[src/rtl/prefix_add_pkg.sv]
// Shared types and helpers for the pipelined Kogge-Stone adder/subtractor.
package prefix_add_pkg;

    // Generate/propagate pair for one prefix position (single bit or a group).
    typedef struct packed {
        logic gen;
        logic prop;
    } gp_t;

    // Ceiling log2 for elaboration-time sizing; returns 0 for n <= 1.
    function automatic int clog2(input int n);
        int r;
        r = 0;
        for (int i = 0; i < 31; i++) begin
            if ((1 << i) < n) begin
                r = i + 1;
            end
        end
        return r;
    endfunction

    // Black cell: merge a higher group (hi) with the adjacent lower group (lo).
    function automatic gp_t gp_combine(input gp_t hi, input gp_t lo);
        gp_t r;
        r.gen  = hi.gen | (hi.prop & lo.gen);
        r.prop = hi.prop & lo.prop;
        return r;
    endfunction

endpackage

[src/rtl/prefix_level.sv]
// One Kogge-Stone prefix level: black cells at distance DIST plus pass-through.
// Vector index j holds bit position j-1, so index 0 is the carry-in slot (bit -1).
module prefix_level
    import prefix_add_pkg::*;
#(
    parameter int WIDTH = 64,
    parameter int DIST  = 1
) (
    input  logic [WIDTH:0] i_gen,
    input  logic [WIDTH:0] i_prop,
    output logic [WIDTH:0] o_gen,
    output logic [WIDTH:0] o_prop
);

    genvar gi;
    generate
        for (gi = 0; gi <= WIDTH; gi++) begin : g_pos
            if (gi >= DIST) begin : g_black
                gp_t w_hi;
                gp_t w_lo;
                gp_t w_out;
                assign w_hi   = {i_gen[gi], i_prop[gi]};
                assign w_lo   = {i_gen[gi-DIST], i_prop[gi-DIST]};
                assign w_out  = gp_combine(w_hi, w_lo);
                assign o_gen[gi]  = w_out.gen;
                assign o_prop[gi] = w_out.prop;
            end else begin : g_pass
                // Partner would lie below the carry-in slot: group is already complete.
                assign o_gen[gi]  = i_gen[gi];
                assign o_prop[gi] = i_prop[gi];
            end
        end
    endgenerate

endmodule

[src/rtl/prefix_adder_pipe.sv]
// Fully pipelined Kogge-Stone adder/subtractor with carry-in, flags, tag and
// valid/ready flow control. One input register stage plus one per prefix level.
module prefix_adder_pipe
    import prefix_add_pkg::*;
#(
    parameter int WIDTH = 64,
    parameter int TAG_W = 4
) (
    input  logic             clk,
    input  logic             reset,
    input  logic             in_valid,
    output logic             in_ready,
    input  logic [WIDTH-1:0] in_a,
    input  logic [WIDTH-1:0] in_b,
    input  logic             in_cin,
    input  logic             in_sub,
    input  logic [TAG_W-1:0] in_tag,
    output logic             out_valid,
    input  logic             out_ready,
    output logic [WIDTH-1:0] out_sum,
    output logic             out_cout,
    output logic             out_ovf,
    output logic             out_zero,
    output logic [TAG_W-1:0] out_tag
);

    localparam int LEVELS = clog2(WIDTH);

    // Stage registers: index 0 is the input register, 1..LEVELS the prefix levels.
    logic [WIDTH:0]   r_gen   [0:LEVELS];
    logic [WIDTH:0]   r_prop  [0:LEVELS];
    logic [WIDTH-1:0] r_half  [0:LEVELS];
    logic             r_amsb  [0:LEVELS];
    logic             r_bmsb  [0:LEVELS];
    logic [TAG_W-1:0] r_tag   [0:LEVELS];
    logic             r_valid [0:LEVELS];

    logic [WIDTH:0]   w_gen_lvl  [1:LEVELS];
    logic [WIDTH:0]   w_prop_lvl [1:LEVELS];

    logic [WIDTH-1:0] w_b;
    logic             w_c0;
    logic [WIDTH:0]   w_gen0;
    logic [WIDTH:0]   w_prop0;
    logic             w_stall;
    logic [WIDTH:0]   w_carry;
    logic [WIDTH-1:0] w_sum;

    // Subtraction is A + ~B + 1; the carry-in becomes the generate of slot -1.
    assign w_b     = in_sub ? ~in_b : in_b;
    assign w_c0    = in_sub | in_cin;
    assign w_gen0  = {in_a & w_b, w_c0};
    assign w_prop0 = {in_a ^ w_b, 1'b0};

    // A result sitting on the output that the consumer refuses freezes everything.
    assign w_stall  = r_valid[LEVELS] & ~out_ready;
    assign in_ready = ~w_stall;

    genvar gi;
    generate
        for (gi = 1; gi <= LEVELS; gi++) begin : g_level
            prefix_level #(
                .WIDTH (WIDTH),
                .DIST  (1 << (gi - 1))
            ) u_level (
                .i_gen  (r_gen[gi-1]),
                .i_prop (r_prop[gi-1]),
                .o_gen  (w_gen_lvl[gi]),
                .o_prop (w_prop_lvl[gi])
            );
        end
    endgenerate

    // Pipeline advance: clear on reset, hold on stall, otherwise shift one stage.
    always_ff @(posedge clk) begin
        if (reset) begin
            for (int s = 0; s <= LEVELS; s++) begin
                r_gen[s]   <= '0;
                r_prop[s]  <= '0;
                r_half[s]  <= '0;
                r_amsb[s]  <= 1'b0;
                r_bmsb[s]  <= 1'b0;
                r_tag[s]   <= '0;
                r_valid[s] <= 1'b0;
            end
        end else if (!w_stall) begin
            r_gen[0]   <= w_gen0;
            r_prop[0]  <= w_prop0;
            r_half[0]  <= in_a ^ w_b;
            r_amsb[0]  <= in_a[WIDTH-1];
            r_bmsb[0]  <= w_b[WIDTH-1];
            r_tag[0]   <= in_tag;
            r_valid[0] <= in_valid;
            for (int s = 1; s <= LEVELS; s++) begin
                r_gen[s]   <= w_gen_lvl[s];
                r_prop[s]  <= w_prop_lvl[s];
                r_half[s]  <= r_half[s-1];
                r_amsb[s]  <= r_amsb[s-1];
                r_bmsb[s]  <= r_bmsb[s-1];
                r_tag[s]   <= r_tag[s-1];
                r_valid[s] <= r_valid[s-1];
            end
        end
    end

    // Index j of w_carry is the group generate ending at bit j-1, i.e. the carry into bit j.
    assign w_carry = r_gen[LEVELS];
    assign w_sum   = r_half[LEVELS] ^ w_carry[WIDTH-1:0];

    assign out_valid = r_valid[LEVELS];
    assign out_sum   = w_sum;
    // For power-of-two widths the MSB group spans bits 0..WIDTH-1 but stops short of
    // the carry-in slot, so fold c0 (always parked in index 0) in through the group propagate.
    assign out_cout  = w_carry[WIDTH] | (r_prop[LEVELS][WIDTH] & w_carry[0]);
    assign out_ovf   = (r_amsb[LEVELS] == r_bmsb[LEVELS]) && (w_sum[WIDTH-1] != r_amsb[LEVELS]);
    // Qualified by valid so an idle or freshly reset pipe does not flag zero.
    assign out_zero  = r_valid[LEVELS] & ~(|w_sum);
    assign out_tag   = r_tag[LEVELS];

endmodule

[config.mk]
export PLATFORM = sky130hd
export DESIGN_NAME = prefix_adder_pipe
export DESIGN_NICKNAME = d
export VERILOG_FILES = /design/src/rtl/prefix_add_pkg.sv /design/src/rtl/prefix_level.sv /design/src/rtl/prefix_adder_pipe.sv
export SDC_FILE = /design/constraint.sdc
export NUM_CORES = 1
export LEC_CHECK = 0
export BUFFER_PORTS_ARGS = -buffer_cell sky130_fd_sc_hd__buf_2
export CELL_PAD_IN_SITES_DETAIL_PLACEMENT = 1
export CELL_PAD_IN_SITES_GLOBAL_PLACEMENT = 1
export CORE_AREA = 2 2 320 448
export CTS_CLUSTER_SIZE = 8
export DETAILED_ROUTE_END_ITERATION = 12
export DIE_AREA = 0 0 322 450
export GPL_ROUTABILITY_DRIVEN = 0
export PLACE_DENSITY_LB_ADDON = 0.1
export SYNTH_ARGS = -nofsm -noshare
export SYNTH_HDL_FRONTEND = slang
export SYNTH_SLANG_ARGS = --single-unit
[constraint.sdc]
create_clock -name clk -period 22.8 [get_ports clk]
set_input_delay 2.28 -clock clk [delete_from_list [all_inputs] [get_ports clk]]
set_output_delay 2.28 -clock clk [all_outputs]
set_load 0.05 [all_outputs]
==> results.ini <==
[status]
outcome=finished clean

[cts]
post_cts_buffers=0
ctsResizeCount=0
numCtsBuffers=169
cts_tree=done
hold_buffers=0
htree_levels=4
cts_root_buffer=clkbuf_16
clkSlewWorstSetupHoldPaths_ps=50
insertion_delay_ps=770
clockBufferDepth=3
numClockSinks=1216

[die]
fp-row-count=163
die_h_um=450
ios=211
core_region_area_um2=141000
die_width_um=322
dieArea_um2=145000
initial_core_util=0.338

[timing]
fin_crit_ps=6800
setup_viol=0
drv_slew=0
whs_ps=513
fin_skew_ps=22.3
max_freq_mhz=147
period_share=0.298
max_slew_margin=0.116
tightest_slew_ps=1330
rsz0062_at_grt=false
fin_tns_setup_ps=0
hold_viol_final=0

[setup_path]
critPathArrivalTime_ps=7170
start_kind=input pin
crit_chain=buf_4 -> or2_4 -> buf_4 -> buf_12 -> buf_4 -> buf_4
max_stage_delay_ps=930
slowest_stage=buf_4
cp_max_fo=177
worst_setup_path_end_kind=register
startpoint=reset
required_ps=23170
ff2ff_setup_slack_ps=17510
timing.rr.start=r_valid[6]$_SDFFCE_PP0P_
path_class=input pin to register
crit_path_frequent_cell=buf_4

[detailed_routing]
avgRoutedWirePerCell_um=21.4
vias=24226
dr.pass1.iters=5
drt-initial-drc-count=1624
viasPerCell=4.64
route.detailed.drc=0
routed_wl_um=112000
drtAntennaViolNets=0

[global_routing]
grt_max_degree=279
grtUsageTotal=0.153
grt_overflow=0
antenna_found_initial=12
grt_pass1_wl_um=169000
grt_pass1_vias=27005

[yosys]
synth.net_count=3331
avgSynthCellArea_um2=15.2
synth.area.top_cells=edfxtp_1 77%, and2_1 6.8%, and3_1 3.5%
synth_edf_count=1216
yosys_warnings=0
synth_flop_cell=edfxtp_1
synthTopCellsByCount=1216 x edfxtp_1, 521 x and2_1, 330 x nor2_1
synth_most_common_cell=edfxtp_1
synthArstFlopShare=0
ys_types=24
yosysSeqAreaShare=0.767
synth.largest_area_cell=edfxtp_1
synth.cell_area_um2=47600
synth_top_area_frac=0.767
synth_cells=3129
ys_ff_latch=1216

[placed_design]
dp_hpwl_um=76100
placed_cell_area_um2=50600
io_buffers=210

[cells_and_area]
area_growth_pct=15.8
fin_area_um2=55100
fillers=14111
drive_gt1_frac=0.123
utilization=0.392
layout.nets=3594

[power]
irDropWorstVdd_mv=0.0662
power.density_nw_per_um2=88.6
p_leak_nw=23.8

[hold_path]
worstHoldStart=r_half[3][61]$_SDFFCE_PN0P_
hold_path.class=register to register

[run]
drv_cap=0

==> path summary, 6_finish.rpt <==
kind | endpoint | cells past startpoint
max | r_prop[1][49]$_SDFFCE_PN0P_ | 6
min | r_half[4][61]$_SDFFCE_PN0P_ | 1
max reg2reg | r_prop[1][49]$_SDFFCE_PN0P_ | 6
min reg2reg | r_half[4][61]$_SDFFCE_PN0P_ | 1
==> through the flow <==
step                std cells  setup WS [ps]  power, mW
finish                   5223          16000       4.88
global route             5219          15550       5.05
CTS                      5218          15970       4.96
detailed placement       5036          15120       2.73
global placement         5036          15340       2.73
floorplan                3129           4430       2.66
==> cells by family after synthesis <==
kind of cell	Yosys count	synth area share
simple gates	1249	0.147
flops	1216	0.767
compound gates	328	0.0345
buf+inv	144	0.0114
xor+xnor	128	0.0235
fa+ha+maj	64	0.0168
==> cell usage in the layout, fill, tap and decap left out, types with 4 or more instances in the layout <==
cell type / instances
xor2_1: 127
ha_1: 64
edfxtp_1: 1216
clkbuf_16: 175
nor4_1: 14
diode_2: 5
a21oi_1: 327
buf_4: 23
buf_2: 208
and2_1: 521
nand2_1: 4
nor2b_1: 103
inv_6: 4
and3_1: 263
nor2_1: 330
==> state kept, by name, summed over array words and instances (netlist names) <==
register	count
r_gen	455
r_amsb	7
r_bmsb	7
r_half	448
r_prop	264
r_tag	28
r_valid	7
==> where the power goes <==
part	internal [mW]	switching (mW)	total (mW)
logic	0.0514	0.0829	0.134
clock network	1.33	0.867	2.20
registers	2.51	0.0402	2.55
==> layer usage <==
metal | track usage | part of all wire | vias up | wire, µm
met1 | 0.201 | 0.45 | 11854 | 50700
met4 | 0.0460 | 0.019 | 2 | 2080
met3 | 0.0277 | 0.038 | 153 | 4260
li1 | - | - | 11759 | -
met5 | 0 | 0.00012 | - | 13
met2 | 0.259 | 0.49 | 458 | 54800
==> area by class of cell <==
| type | instances | area, µm² | area share |
|---|---|---|---|
| diodes | 5 | 12.5 | 0.000227 |
| clock buffers | 175 | 4380 | 0.0795 |
| clock inverters | 7 | 87.6 | 0.00159 |
| inverters | 2 | 7.51 | 0.000136 |
| multi-input cells | 1769 | 10600 | 0.192 |
| flip-flops and latches | 1216 | 36500 | 0.663 |
| well taps | 1815 | 2270 | 0.0412 |
| repair buffers | 234 | 1270 | 0.0231 |
==> worst max-delay path, delay by kind of cell <==
| family | cells | cell delay (ps) |
|---|---|---|
| buffers and inverters | 5 | 3820 |
| AND/OR/NAND/NOR | 1 | 730 |
Note: power is estimated with default switching activity, not from simulation.
